--- config.mk ---
export PLATFORM = sky130hd
export DESIGN_NAME = uart_cmd_parser_flat
export DESIGN_NICKNAME = d
export VERILOG_FILES = /design/src/rtl/uart_cmd_parser_if.sv /design/src/rtl/uart_cmd_parser.sv /design/src/flat_wrapper.sv
export SDC_FILE = /design/constraint.sdc
export NUM_CORES = 1
export LEC_CHECK = 0
export BUFFER_PORTS_ARGS = -buffer_cell sky130_fd_sc_hd__buf_2
export CAP_MARGIN = 20
export CORE_MARGIN = 2
export CORE_UTILIZATION = 41
export DETAILED_ROUTE_END_ITERATION = 12
export MAX_ROUTING_LAYER = met4
export PLACE_DENSITY = 0.71
export SLEW_MARGIN = 20
export SYNTH_ARGS = -nofsm -noshare
export SYNTH_HDL_FRONTEND = slang
export SYNTH_SLANG_ARGS = --single-unit
--- constraint.sdc ---
create_clock -name clk -period 2.4 [get_ports clk]
set_input_delay 0.72 -clock clk [delete_from_list [all_inputs] [get_ports clk]]
set_output_delay 0.72 -clock clk [all_outputs]
set_load 0.03 [all_outputs]
--- src/rtl/uart_cmd_parser_if.sv ---
// Byte-stream input and register-write output bundle for the UART command parser.
// master: upstream side (UART receiver / bench) that drives bytes and observes results.
// slave:  the parser itself.
interface uart_cmd_parser_if;
  logic [7:0]  rx_data;
  logic        rx_valid;
  logic        wr_en;
  logic [7:0]  wr_addr;
  logic [31:0] wr_data;
  logic        csum_err;
  logic        addr_err;
  logic        timeout_err;
  logic        busy;

  modport master (
    output rx_data, rx_valid,
    input  wr_en, wr_addr, wr_data, csum_err, addr_err, timeout_err, busy
  );

  modport slave (
    input  rx_data, rx_valid,
    output wr_en, wr_addr, wr_data, csum_err, addr_err, timeout_err, busy
  );
endinterface

--- src/rtl/uart_cmd_parser.sv ---
// Command frame parser: SYNC, ADDR, D3..D0 (big-endian), CSUM (XOR of the six
// preceding bytes). Good frames produce a single-cycle register write; bad
// checksum, out-of-range address or an inter-byte stall drop the frame with
// a single-cycle error pulse.
module uart_cmd_parser #(
  parameter int unsigned CLK_FREQ     = 100_000_000,
  parameter int unsigned BAUD         = 115200,
  parameter int unsigned TIMEOUT_BITS = 20,
  parameter int unsigned NUM_REGS     = 8,
  parameter logic [7:0]  SYNC_BYTE    = 8'hA5
) (
  input logic             clk,
  input logic             rst,
  uart_cmd_parser_if.slave bus
);

  localparam int unsigned TIMEOUT_CLKS = (CLK_FREQ / BAUD) * TIMEOUT_BITS;
  localparam int unsigned CNT_W        = 24;
  localparam logic [CNT_W-1:0] CNT_LIMIT = CNT_W'(TIMEOUT_CLKS - 1);

  // The stall counter is 24 bits; a longer timeout would silently wrap.
  generate
    if (TIMEOUT_CLKS >= (1 << CNT_W) || TIMEOUT_CLKS == 0) begin : g_bad_timeout
      $fatal(1, "uart_cmd_parser: TIMEOUT_CLKS must be in 1..2^24-1");
    end
  endgenerate

  typedef enum logic [1:0] {
    S_SYNC = 2'd0,
    S_ADDR = 2'd1,
    S_DATA = 2'd2,
    S_CSUM = 2'd3
  } state_t;

  state_t           state_reg, state_next;
  logic [1:0]       idx_reg, idx_next;
  logic [7:0]       csum_reg, csum_next;
  logic [7:0]       addr_reg, addr_next;
  logic [31:0]      shift_reg, shift_next;
  logic [CNT_W-1:0] cnt_reg, cnt_next;
  logic             wr_en_reg, wr_en_next;
  logic [7:0]       wr_addr_reg, wr_addr_next;
  logic [31:0]      wr_data_reg, wr_data_next;
  logic             csum_err_reg, csum_err_next;
  logic             addr_err_reg, addr_err_next;
  logic             timeout_err_reg, timeout_err_next;

  // State and datapath registers; reset abandons any partial frame silently.
  always_ff @(posedge clk) begin
    if (rst) begin
      state_reg       <= S_SYNC;
      idx_reg         <= '0;
      csum_reg        <= '0;
      addr_reg        <= '0;
      shift_reg       <= '0;
      cnt_reg         <= '0;
      wr_en_reg       <= 1'b0;
      wr_addr_reg     <= '0;
      wr_data_reg     <= '0;
      csum_err_reg    <= 1'b0;
      addr_err_reg    <= 1'b0;
      timeout_err_reg <= 1'b0;
    end else begin
      state_reg       <= state_next;
      idx_reg         <= idx_next;
      csum_reg        <= csum_next;
      addr_reg        <= addr_next;
      shift_reg       <= shift_next;
      cnt_reg         <= cnt_next;
      wr_en_reg       <= wr_en_next;
      wr_addr_reg     <= wr_addr_next;
      wr_data_reg     <= wr_data_next;
      csum_err_reg    <= csum_err_next;
      addr_err_reg    <= addr_err_next;
      timeout_err_reg <= timeout_err_next;
    end
  end

  // Next-state logic: a received byte always takes priority over the stall
  // timeout, so a byte landing on the limit cycle is kept.
  always_comb begin
    state_next       = state_reg;
    idx_next         = idx_reg;
    csum_next        = csum_reg;
    addr_next        = addr_reg;
    shift_next       = shift_reg;
    cnt_next         = cnt_reg;
    wr_en_next       = 1'b0;
    wr_addr_next     = wr_addr_reg;
    wr_data_next     = wr_data_reg;
    csum_err_next    = 1'b0;
    addr_err_next    = 1'b0;
    timeout_err_next = 1'b0;

    if (bus.rx_valid) begin
      cnt_next = '0;
      case (state_reg)
        S_SYNC: begin
          if (bus.rx_data == SYNC_BYTE) begin
            state_next = S_ADDR;
            csum_next  = SYNC_BYTE;
          end
        end
        S_ADDR: begin
          addr_next  = bus.rx_data;
          csum_next  = csum_reg ^ bus.rx_data;
          idx_next   = 2'd0;
          state_next = S_DATA;
        end
        S_DATA: begin
          shift_next = {shift_reg[23:0], bus.rx_data};
          csum_next  = csum_reg ^ bus.rx_data;
          if (idx_reg == 2'd3) begin
            state_next = S_CSUM;
          end else begin
            idx_next = idx_reg + 2'd1;
          end
        end
        S_CSUM: begin
          state_next = S_SYNC;
          if (bus.rx_data != csum_reg) begin
            csum_err_next = 1'b1;
          end else if (32'(addr_reg) >= NUM_REGS) begin
            addr_err_next = 1'b1;
          end else begin
            wr_en_next   = 1'b1;
            wr_addr_next = addr_reg;
            wr_data_next = shift_reg;
          end
        end
        default: state_next = S_SYNC;
      endcase
    end else if (state_reg != S_SYNC) begin
      if (cnt_reg == CNT_LIMIT) begin
        state_next       = S_SYNC;
        timeout_err_next = 1'b1;
        cnt_next         = '0;
      end else begin
        cnt_next = cnt_reg + 1'b1;
      end
    end
  end

  assign bus.wr_en       = wr_en_reg;
  assign bus.wr_addr     = wr_addr_reg;
  assign bus.wr_data     = wr_data_reg;
  assign bus.csum_err    = csum_err_reg;
  assign bus.addr_err    = addr_err_reg;
  assign bus.timeout_err = timeout_err_reg;
  assign bus.busy        = (state_reg != S_SYNC);

endmodule

--- src/flat_wrapper.sv ---
// flat-port wrapper written by rule: the top's interface ports become plain ports
module uart_cmd_parser_flat 
#(
  parameter int unsigned CLK_FREQ     = 100_000_000,
  parameter int unsigned BAUD         = 115200,
  parameter int unsigned TIMEOUT_BITS = 20,
  parameter int unsigned NUM_REGS     = 8,
  parameter logic [7:0]  SYNC_BYTE    = 8'hA5
)
  (clk, rst, bus_rx_data, bus_rx_valid, bus_wr_en, bus_wr_addr, bus_wr_data, bus_csum_err, bus_addr_err, bus_timeout_err, bus_busy);
  uart_cmd_parser_if bus_i ();
  input logic clk;
  input logic rst;
  input wire logic [$bits(bus_i.rx_data)-1:0] bus_rx_data;
  input wire logic [$bits(bus_i.rx_valid)-1:0] bus_rx_valid;
  output wire logic [$bits(bus_i.wr_en)-1:0] bus_wr_en;
  output wire logic [$bits(bus_i.wr_addr)-1:0] bus_wr_addr;
  output wire logic [$bits(bus_i.wr_data)-1:0] bus_wr_data;
  output wire logic [$bits(bus_i.csum_err)-1:0] bus_csum_err;
  output wire logic [$bits(bus_i.addr_err)-1:0] bus_addr_err;
  output wire logic [$bits(bus_i.timeout_err)-1:0] bus_timeout_err;
  output wire logic [$bits(bus_i.busy)-1:0] bus_busy;
  assign bus_i.rx_data = bus_rx_data;
  assign bus_i.rx_valid = bus_rx_valid;
  assign bus_wr_en = bus_i.wr_en;
  assign bus_wr_addr = bus_i.wr_addr;
  assign bus_wr_data = bus_i.wr_data;
  assign bus_csum_err = bus_i.csum_err;
  assign bus_addr_err = bus_i.addr_err;
  assign bus_timeout_err = bus_i.timeout_err;
  assign bus_busy = bus_i.busy;
  uart_cmd_parser #(.CLK_FREQ(CLK_FREQ), .BAUD(BAUD), .TIMEOUT_BITS(TIMEOUT_BITS), .NUM_REGS(NUM_REGS), .SYNC_BYTE(SYNC_BYTE)) u_core (.clk(clk), .rst(rst), .bus(bus_i));
endmodule
==> impl_metrics.tcl <==
set metrics [dict create \
    clock_sinks 120 \
    place_congestion 0.872 \
    powerDensity_nw_per_um2 749 \
    post-route-period-util_pct 94.9 \
    cp_max_fo 7 \
    dr.first_iter.drc_count 244 \
    postRouteAntennaNets 0 \
    rsz0062_at_grt "false" \
    yosysWarnings 0 \
    worstReg2RegStart "u_core.state_reg[0]" \
    setup_viol_count_final 0 \
    fp.dieW_um 117 \
    combPwrFrac_pct 2.4 \
    netlist_instances 584 \
    ys_async_sr_fraction_pct 0 \
    drive_gt1_share_pct 16.6 \
    dieArea_um2 13600 \
    finalCriticalPeriod_ns 2.28 \
    cp-end-kind "output port" \
    n_antenna_cell 0 \
    grt_max_degree 82 \
    grt_pass1_wl_mm 18.7 \
    vdd_drop_max_v 0.000449 \
    critPathKind "reg -> out" \
    chipHeight_um 117 \
    drv_cap 0 \
    initial_core_util_pct 41.5 \
    worstSetupStartpointType "flip-flop" \
    avgRoutedWirePerCell_um 13.8 \
    pwr-share-clk_pct 55.0 \
    power.switching_uw 914 \
    relSlewSlack_pct 70.6 \
    swShare_pct 19.5 \
    cts_setup_buffers 0 \
    placementRows 41 \
    dpl.hpwl_mm 7.57 \
    synthesis.nets 601 \
    slowest_delay_ns 0.40 \
    crit_arrival_ns 1.56 \
    grt_overflow 0 \
    fin_area_um2 6250 \
    cp_slowest_cell "dfxtp_1" \
    core-area_um2 12500 \
    p_leak_uw 0.00221 \
    antenna_found_initial 0 \
    vias 4225 \
    max_freq_mhz 439 \
    yosysTopAreaCellShare_pct 46.3 \
    critPathLaunch "u_core.state_reg[0]" \
    clk_path_buf_depth 2 \
    finClkSkew_ns 0.00604 \
    seqPwrFrac_pct 42.6 \
    root_buffer "clkbuf_16" \
    area_growth_pct 20.4 \
    grt_pass1_vias 3973 \
    slew_violations 0 \
    tns_ns 0 \
    ys_seq_area_share_pct 46.3 \
    syn_area_per_cell_um2 8.89 \
    internal_power_uw 3770 \
    finalHoldViolations 0 \
    ys_types 52 \
    dr.pass1.iters 4 \
    clock_latency_ns 0.41 \
    vias_per_cell 5.17 \
    yosysMostFrequentCell "dfxtp_1" \
    ys_seq_elements 120 \
    cts_tree "built" \
    placed_cell_area_um2 5650 \
    netlist_area_um2 5190 \
    wl_mm 11.3 \
    cts.reportedPaths.clkPinSlew_ns 0.05 \
    grt_use_total_pct 18.0 \
    critPathTopFamily "buffers and inverters" \
    nNetsFinal 651 \
    path_cells "inv_1, ha_1, buf_4, inv_1, buf_2" \
    cts_hold_buf 0 \
    io_buffers 55 \
    synth_common_cells "120 x dfxtp_1, 85 x nand2_1, 73 x nand2b_1" \
    synthFlopType "dfxtp_1" \
    drc 0 \
    ctsHtreeMaxLevel 4 \
    yosys-top-cells-area "dfxtp_1 46%, nand2b_1 8.8%, mux2i_1 6.9%" \
    worst_pin_slew_ns 0.441 \
    crit_top_cell "inv_1" \
    hold_path_startpoint "u_core.shift_reg[26]" \
    synth.largest_area_cell "dfxtp_1" \
    status "finished clean" \
    path_buf_inv 4 \
    cts_inserted_buffers 17 \
    min_path_type "reg -> reg" \
    synth_edf_count 0 \
    cts_resized 0 \
    io_pins 56 \
    required_ns 1.68 \
]
## layout make-up
type / count / area (um^2)
multi-input cells: 419 / 2610
well taps: 172 / 215
flip-flops and latches: 120 / 2400
clock buffers: 23 / 488
repair buffers: 65 / 375
fillers: 1204 / 6260
inverters: 11 / 41.3
clock inverters: 8 / 119
## cells in the final DEF, fill, tap and decap left out, types with 7 or more instances in the layout
| cell | netlist | layout |
|---|---|---|
| nand2_1 | 85 | 85 |
| o21ai_0 | 7 | 7 |
| buf_4 | 0 | 8 |
| buf_2 | 8 | 55 |
| and2_1 | 8 | 8 |
| dfxtp_1 | 120 | 120 |
| inv_1 | 11 | 11 |
| nor2_1 | 23 | 23 |
| xnor2_1 | 9 | 9 |
| clkbuf_16 | 0 | 17 |
| mux2i_1 | 36 | 36 |
| nand2b_1 | 73 | 73 |
| a21oi_1 | 52 | 52 |
| nor2b_1 | 15 | 15 |
| nand3_1 | 14 | 14 |
| nand4_1 | 8 | 8 |
## tightest hold or removal path, delay by kind of cell, from the launching register on
family | cells | cell delay [ns]
flops | 1 | 0.31
compound gates | 1 | 0.05
simple gates | 1 | 0.05
## cells by family (layout without fill, tap and decap cells)
kind of cell / after synthesis / in the layout / share of synthesized area (%)
muxes: 37 / 37 / 7.15
DFF: 120 / 120 / 46.3
adders and majority gates: 6 / 6 / 1.45
AOI/OAI and AO/OA: 94 / 94 / 11.0
and+or+nand+nor: 268 / 268 / 28.2
xor gates and xnor gates: 14 / 14 / 2.36
buffers and inverters: 45 / 107 / 3.59
## metrics by stage
| step | instances | hold WS, ns | setup WS (ns) | util [%] | power [uW] |
|---|---|---|---|---|---|
| 2_1_floorplan | 584 | 0.436 | 0.364 | - | 2110 |
| 3_3_place_gp | 787 | 0.445 | 0.218 | 45.1 | 2140 |
| 3_5_place_dp | 787 | 0.449 | 0.100 | 45.1 | 2150 |
| 4_1_cts | 818 | 0.457 | 0.0934 | 50.0 | 4730 |
| 5_1_grt | 818 | 0.472 | 0.0353 | 50.0 | 4820 |
| 6_report | 818 | 0.454 | 0.123 | 50.0 | 4680 |
## power groups by stage
stage / sequential, uW / combinational [uW] / clock [uW]
floorplan: 2040 / 74.3 / 0
finish: 2000 / 112 / 2580
CTS: 2000 / 112 / 2630
global placement: 2040 / 107 / 0
detailed placement: 2040 / 111 / 0
global route: 1990 / 122 / 2710
## final timing paths
kind / endpoint / slack [ns] / cells after the start
max: bus_busy / 0.12 / 5
min: u_core.shift_reg[26] / 0.45 / 2
max reg2reg: u_core.cnt_reg[17] / 0.19 / 6
min reg2reg: u_core.shift_reg[26] / 0.45 / 2
## metal layers
metal  up-vias  GRT usage, %  wire [um]
met2        99          27.3       5200
met3        24          5.60        502
met4         0          7.06        229
met1      2003          22.3       5350
met5         -             -          0
li1       2099             -          -
(Power assumes the default switching activity.)
